[src/rtl/riscv_32i_defs_pkg.sv]
// rtl/riscv_32i_defs_pkg.sv - shared RV32I datapath types and constants
package riscv_32i_defs_pkg;

  localparam int XLEN          = 32;
  localparam int RF_ADDR_WIDTH = 5;

  typedef logic [XLEN-1:0]          word_t;
  typedef logic [RF_ADDR_WIDTH-1:0] rf_addr_t;

  localparam rf_addr_t X0 = '0;

  typedef struct packed {
    rf_addr_t addr;
    word_t    data;
  } rf_wr_t;

  typedef enum logic {
    WB_ALU = 1'b0,
    WB_LSU = 1'b1
  } wb_port_t;

endpackage

[src/rtl/rr_arb2.sv]
// rtl/rr_arb2.sv - two-requester round-robin arbiter with one-hot grant
module rr_arb2 (
  input  logic       clk,
  input  logic       rst_n,
  input  logic [1:0] req,
  input  logic       advance,
  output logic [1:0] gnt
);

  logic last_grant;

  // On contention the port that did not win last time goes first.
  always_comb begin
    gnt = req;
    if (req == 2'b11) begin
      gnt = last_grant ? 2'b01 : 2'b10;
    end
  end

  always_ff @(posedge clk or negedge rst_n) begin
    if (!rst_n) begin
      last_grant <= 1'b1;
    end else if (advance && (gnt != 2'b00)) begin
      last_grant <= gnt[1];
    end
  end

endmodule

[src/rtl/rf_wb_arbiter.sv]
// rtl/rf_wb_arbiter.sv - round-robin share of the register-file write port
module rf_wb_arbiter
  import riscv_32i_defs_pkg::*;
#(
  parameter int CNT_WIDTH = 16
) (
  input  logic                 clk,
  input  logic                 rst_n,
  input  logic                 req0_valid,
  output logic                 req0_ready,
  input  logic [RF_ADDR_WIDTH-1:0] req0_addr,
  input  logic [XLEN-1:0]      req0_data,
  input  logic                 req1_valid,
  output logic                 req1_ready,
  input  logic [RF_ADDR_WIDTH-1:0] req1_addr,
  input  logic [XLEN-1:0]      req1_data,
  output logic                 rf_wr_en,
  output logic [RF_ADDR_WIDTH-1:0] rf_wr_addr,
  output logic [XLEN-1:0]      rf_wr_data,
  output logic [CNT_WIDTH-1:0] contend_cnt
);

  logic       real0, real1, null0, null1;
  logic [1:0] gnt;
  wb_port_t   win_port;
  rf_wr_t     win_wr;
  rf_wr_t     wr_q;
  logic       wr_en_q;
  logic [CNT_WIDTH-1:0] cnt_q;

  // Writes to X0 are sunk immediately and never touch arbitration state.
  assign real0 = req0_valid && (req0_addr != X0);
  assign real1 = req1_valid && (req1_addr != X0);
  assign null0 = req0_valid && (req0_addr == X0);
  assign null1 = req1_valid && (req1_addr == X0);

  rr_arb2 u_arb (
    .clk     (clk),
    .rst_n   (rst_n),
    .req     ({real1, real0}),
    .advance (real0 || real1),
    .gnt     (gnt)
  );

  assign req0_ready = rst_n && (null0 || gnt[0]);
  assign req1_ready = rst_n && (null1 || gnt[1]);

  assign win_port = gnt[1] ? WB_LSU : WB_ALU;

  always_comb begin
    win_wr = '{addr: req0_addr, data: req0_data};
    if (win_port == WB_LSU) begin
      win_wr = '{addr: req1_addr, data: req1_data};
    end
  end

  always_ff @(posedge clk or negedge rst_n) begin
    if (!rst_n) begin
      wr_en_q <= 1'b0;
      wr_q    <= '{addr: X0, data: '0};
      cnt_q   <= '0;
    end else begin
      wr_en_q <= (gnt != 2'b00);
      if (gnt != 2'b00) begin
        wr_q <= win_wr;
      end
      if (real0 && real1 && (cnt_q != {CNT_WIDTH{1'b1}})) begin
        cnt_q <= cnt_q + 1'b1;
      end
    end
  end

  assign rf_wr_en    = wr_en_q;
  assign rf_wr_addr  = wr_q.addr;
  assign rf_wr_data  = wr_q.data;
  assign contend_cnt = cnt_q;

endmodule

[config.mk]
export PLATFORM = sky130hd
export DESIGN_NAME = rf_wb_arbiter
export DESIGN_NICKNAME = d
export VERILOG_FILES = /design/src/rtl/riscv_32i_defs_pkg.sv /design/src/rtl/rr_arb2.sv /design/src/rtl/rf_wb_arbiter.sv
export SDC_FILE = /design/constraint.sdc
export NUM_CORES = 1
export LEC_CHECK = 0
export BUFFER_PORTS_ARGS = -buffer_cell sky130_fd_sc_hd__buf_4
export CORE_MARGIN = 5
export CORE_UTILIZATION = 40
export DETAILED_ROUTE_END_ITERATION = 10
export PLACE_DENSITY = 0.79
export SYNTH_ARGS = -nofsm -noshare
export SYNTH_HDL_FRONTEND = slang
export SYNTH_HIERARCHICAL = 1
export SYNTH_SLANG_ARGS = --single-unit
[constraint.sdc]
create_clock -name clk -period 2.95 [get_ports clk]
set_clock_uncertainty 0.15 [all_clocks]
set_input_delay 0.59 -clock clk [delete_from_list [all_inputs] [get_ports clk]]
set_output_delay 0.59 -clock clk [all_outputs]
set_load 0.1 [all_outputs]
==> impl_metrics.ini, run 1 <==
[floorplanning]
fp-row-count = 29
start_util_pct = 41.0
die_area_um2 = 8230
dieWidth_um = 90.7
io_pins = 134
core_area_um2 = 6350
die_h_um = 90.7

[power_and_ir_drop]
intPower_mw = 1.46
p_comb_share_pct = 54.7
power.switching_mw = 1.66
peakVddDrop_mv = 0.796
power.leakage_nw = 1.86
power_frac_seq_pct = 32.3
pwr-share-clk_pct = 13.0
p_per_area_nw_per_um2 = 818
switching_share_pct = 53.3

[hold_path]
min_path_type = input pin to asynchronous set/reset pin

[setup_path]
required_ns = 2.21
endpoint_kind = output port
critPathMostFrequentCell = buf_4
slowest_delay_ns = 0.56
path_delay_family = simple AND/OR/NAND/NOR gates
cp_cell_sequence = buf_4, or4_4, o21ai_4, inv_2, a21boi_4, a21oi_4, nor2b_4, buf_4
crit_path_top_delay_cell = or4_4
worstSetupStartpointType = input pin
cp.arrival_ns = 2.15
critPathMaxFanout = 5
crit_type = input pin to output port
cp_num_buf_inv = 3

[routing]
drt_first_pass_iters = 4
drtIter0Drc = 83
drc_errors = 0
wl_per_cell_um = 14.9
vias = 2305
wirelength_mm = 6.78
viasPerCell = 5.07
drtAntennaViolNets = 0

[run_status]
status = completed

[logic_synthesis]
synth_top_area_share_pct = 51.8
post_synth_num_cell_types = 35
synthCells = 246
syn_avg_cell_area_um2 = 10.6
syn_nets = 325
netlist_area_um2 = 2610
synth-main-ff-cell = dfrtp_1
synth_most_common_cell = dfrtp_1
yosysTopAreaCell = dfrtp_1
synth.yosys.warnings = 6
yosysSeqAreaShare_pct = 52.9
synth_top_cells_by_count = dfrtp_1, nand2_1, o21ai_0
synth_area_leaders = dfrtp_1, mux2i_1, o21ai_0
ys_ff_latch = 55
synth_async_sr_flop_share_pct = 100
synth_edf_count = 0

[placed_design]
portBuffers = 133
hpwl_mm = 5.08
pre_cts_ws_ns = -0.0104
place_area_um2 = 3720
place_congestion = 0.786

[grt]
overflow = 0
grt_pass1_wl_mm = 11.3
grt_max_degree = 76
antenna_found_initial = 0
grt_usage_pct = 16.3
grt_pass1_vias = 2336

[final_layout]
finalInstanceArea_um2 = 3810
nFillCells = 523
fin_nets = 456
layout-drive-gt1-share_pct = 42.3
syn2layout_area_growth_pct = 46.2
diodes = 0

[timing]
finalCriticalPeriod_ns = 2.89
worst_slew_margin_rel_pct = 57.2
worstMarginPinSlew_ns = 0.641
finalHoldViolCount = 0
drv_slew = 0
hold_ws_ns = 0.0521
setup_viol = 0
finalSetupTns_ns = 0
finalCritPeriodShare_pct = 97.9
fmax_ghz = 0.346
rsz0062_at_grt = no
worst_slack_ns = 0.0611

[clock_network]
cts.htree.levels = 2
numCtsBuffers = 5
clk_latency_ns = 0.30
cts_tree = built
cts_root_buf = clkbuf_8
clkSlewWorstSetupHoldPaths_ns = 0.10
cts_hold_buf = 0
cts.sinks = 55
cts_buffer_depth = 2

[run]
drv_cap = 0
## state kept, by name, summed over array words and instances (netlist names)
register	count
contend_cnt	16
rf_wr_addr	5
rf_wr_data	32
rf_wr_en	1
u_arb/last_grant	1
## layer usage
| metal | part of all wire [%] | global-route usage (%) | vias up |
|---|---|---|---|
| met2 | 51 | 27.8 | 75 |
| li1 | - | - | 1115 |
| met4 | 0.40 | 4.09 | 0 |
| met5 | 0 | 0 | - |
| met1 | 43 | 20.4 | 1113 |
| met3 | 6.4 | 4.17 | 2 |
## metrics by stage
| stage | std cells | total power [mW] | utilization, % |
|---|---|---|---|
| after detailed placement | 447 | 2.73 | 58.7 |
| after CTS | 455 | 3.14 | 59.9 |
| after floorplan | 246 | 2.31 | - |
| final | 455 | 3.12 | 60.0 |
| after global routing | 455 | 3.25 | 60.0 |
| after global placement | 447 | 2.71 | 58.7 |
## path summary, 6_finish.rpt
| kind | cells past startpoint | to | start | slack, ns |
|---|---|---|---|---|
| min in group clk | 3 | rf_wr_data[31] | req1_data[31] | 0.34 |
| max in group asynchronous | 2 | rf_wr_data[19] | rst_n | 1.90 |
| min reg2reg | 1 | contend_cnt[5] | contend_cnt[5] | 0.36 |
| max reg2reg | 5 | rf_wr_data[13] | u_arb/last_grant | 0.84 |
| max | 8 | req0_ready | req1_addr[2] | 0.06 |
| min | 1 | contend_cnt[11] | rst_n | 0.05 |
## repair_timing
item / in CTS / in global routing
endpoints found under the setup margin: 0 / 1
gates resized for setup: 0 / 1
buffers inserted: 0 / 0
## cell families (layout without fill, tap and decap cells)
kind of cell | count (synthesis) | after routing | share of synthesized area, %
buffers and inverters | 18 | 150 | 2.98
xor gates and xnor gates | 15 | 15 | 5.04
and+or+nand+nor | 71 | 71 | 13.2
AOI/OAI and AO/OA | 48 | 48 | 10.7
DFF | 55 | 55 | 52.9
muxes | 38 | 38 | 14.8
adders and majority gates | 1 | 1 | 0.480
## cells in the final DEF (no fill, tap or decap), drive strengths merged, types with 3 or more instances in the layout
| cell type | count |
|---|---|
| buf | 138 |
| dfrtp | 54 |
| nand2 | 41 |
| o21ai | 40 |
| mux2i | 37 |
| xnor2 | 12 |
| nand3 | 10 |
| clkbuf | 7 |
| nand4 | 4 |
| inv | 4 |
| xor2 | 3 |
| a21oi | 3 |
## power groups by stage
stage | sequential, mW | clock [mW] | combinational, mW
floorplan | 2.02 | 0 | 0.283
global placement | 1.01 | 0 | 1.70
detailed placement | 1.02 | 0 | 1.72
CTS | 1.01 | 0.420 | 1.71
global route | 1.03 | 0.450 | 1.77
finish | 1.01 | 0.404 | 1.70
## final cells by class
cell class | count | area (um^2) | area share (%)
multi-input combinational | 173 | 1200 | 31.6
inverter | 4 | 15.0 | 0.394
sequential | 55 | 1380 | 36.2
timing repair buffer | 138 | 1040 | 27.2
tap | 77 | 96.3 | 2.53
clock buffer | 7 | 76.3 | 2.00
clock inverter | 1 | 5.00 | 0.131
(Power assumes the default switching activity.)
==> inputs of run 2 (changes only) <==
--- a/config.mk
+++ b/config.mk
@@ -8,2 +8,3 @@
 export BUFFER_PORTS_ARGS = -buffer_cell sky130_fd_sc_hd__buf_4
+export CORE_ASPECT_RATIO = 0.9
 export CORE_MARGIN = 5
==> constraint.sdc (replaced) <==
create_clock -name clk -period 2.95 [get_ports clk]
set_clock_uncertainty 0.15 [all_clocks]
set_input_delay 0.4425 -clock clk [delete_from_list [all_inputs] [get_ports clk]]
set_output_delay 0.4425 -clock clk [all_outputs]
set_load 0.1 [all_outputs]
==> run 2 against run 1 <==
  * Critical path type unchanged
  * Utilization grew 1.3 points
  * Highest routed layer unchanged
  * Final cell count grew 2.0%
  * Worst hold slack gained 0.10 ns
  * Global-route usage grew 0.99 points
  * Largest power group unchanged
  * Critical endpoint unchanged
==> impl_metrics.ini, run 2 (same netlist as run 1, synthesis figures left out) <==
[run_status]
status = completed

[final_layout]
final_cell_mix = buf_4, dfrtp_1, nand2_1
diodes = 0
nFillCells = 542
final_common_cell = buf_4
largest_register_ffs = 32
fin_nets = 455
finalInstanceArea_um2 = 3810
syn2layout_area_growth_pct = 46.3
layout-drive-gt1-share_pct = 41.6

[routing]
drc_errors = 0
drtAntennaViolNets = 0
drtIter0Drc = 58
viasPerCell = 4.80
vias = 2227
wl_per_cell_um = 15.0
drt_first_pass_iters = 4
wirelength_mm = 6.96

[power_and_ir_drop]
p_per_area_nw_per_um2 = 817
report.power.total_mw = 3.11
power.leakage_nw = 1.86
peakVddDrop_mv = 0.470

[clock_network]
numCtsBuffers = 5
cts_buffer_depth = 2
cts_tree = built
clk_latency_ns = 0.30
post_cts_resized = 0
cts_hold_buf = 0
cts.htree.levels = 2
cts.sinks = 55
cts_root_buf = clkbuf_8
clkSlewWorstSetupHoldPaths_ns = 0.09
postCtsSetupRepairBufs = 0

[timing]
worstMarginPinSlew_ns = 0.694
drv_slew = 0
rsz0062_at_grt = no
fmax_ghz = 0.377
worst_slew_margin_rel_pct = 53.7
setup_viol = 0
finalHoldViolCount = 0
finalCritPeriodShare_pct = 89.9
hold_ws_ns = 0.156
finalCriticalPeriod_ns = 2.65
worst_slack_ns = 0.298

[floorplanning]
die_area_um2 = 8230
fp-row-count = 27
io_pins = 134
core_area_um2 = 6220
dieWidth_um = 95.1
start_util_pct = 41.9
die_h_um = 86.6

[hold_path]
min_path_type = input pin to asynchronous set/reset pin

[placed_design]
place_area_um2 = 3730
pre_cts_ws_ns = 0.202
portBuffers = 133
hpwl_mm = 5.41
place_congestion = 0.808

[grt]
gr-usage-met1_pct = 23.0
grt_pass1_vias = 2309
grt_usage_pct = 17.2
grtUsageMet2_pct = 27.3
grt_max_degree = 56
grt_use_met3_pct = 5.38
top_usage_layer = met2
grt_pass1_wl_mm = 11.2
antenna_found_initial = 0
overflow = 0

[setup_path]
crit_type = input pin to output port
critPathMaxFanout = 5
worstReg2RegStart = contend_cnt[2]
endpoint_kind = output port
cp.arrival_ns = 2.06
crit_start = req0_addr[2]
worstSetupStartpointType = input pin
required_ns = 2.36

[run]
drv_cap = 0
run 2: changes by cell type in the layout (fill, tap and decap cells not counted), sizes merged:
cell and change:
buf -1
run 2: stage by stage:
stage          std cells  TNS, ns  utilization [%]
2_1_floorplan        246  -0.0164                -
3_3_place_gp         456        0             60.0
3_5_place_dp         456        0             60.0
4_1_cts              464        0             61.3
5_1_grt              464        0             61.3
6_report             464        0             61.3
run 2: worst max-delay path, cell delays in order:
cell,delay [ns]
buf_4,0.11
or4_4,0.55
o21ai_4,0.20
inv_2,0.10
a21boi_4,0.16
a21oi_1,0.21
nor2b_4,0.06
buf_4,0.23
run 2: cell type report:
cell class	count	area, um^2	share of cell area (%)
Tap cell	87	109	2.86
Timing Repair Buffer	137	1040	27.3
Clock inverter	1	5.00	0.131
Inverter	4	15.0	0.394
Sequential cell	55	1380	36.1
Clock buffer	7	76.3	2.00
Multi-Input combinational cell	173	1190	31.2
run 2: worst paths after layout:
path                                  endpoint  slack [ns]  cells past startpoint
max in group asynchronous       rf_wr_data[12]        2.02                      2
min in group clk                rf_wr_data[12]        0.19                      3
worst max-delay path                req0_ready        0.30                      8
worst min-delay path            rf_wr_data[21]        0.16                      2
worst min register to register  contend_cnt[5]        0.37                      1
worst max register to register  contend_cnt[1]        0.95                      4
run 2: report_power, final:
group	internal (mW)	switching (mW)	leakage, nW	total, mW
Combinational	0.392	1.32	1.14	1.71
Sequential	0.898	0.114	0.680	1.01
Clock	0.167	0.227	0.0422	0.394
Total	1.46	1.66	1.86	3.11
run 2: metal layers:
| layer | wire length (um) | up-vias |
|---|---|---|
| met5 | 0 | - |
| li1 | - | 1117 |
| met4 | 56 | 0 |
| met2 | 3180 | 99 |
| met3 | 656 | 5 |
| met1 | 3070 | 1006 |
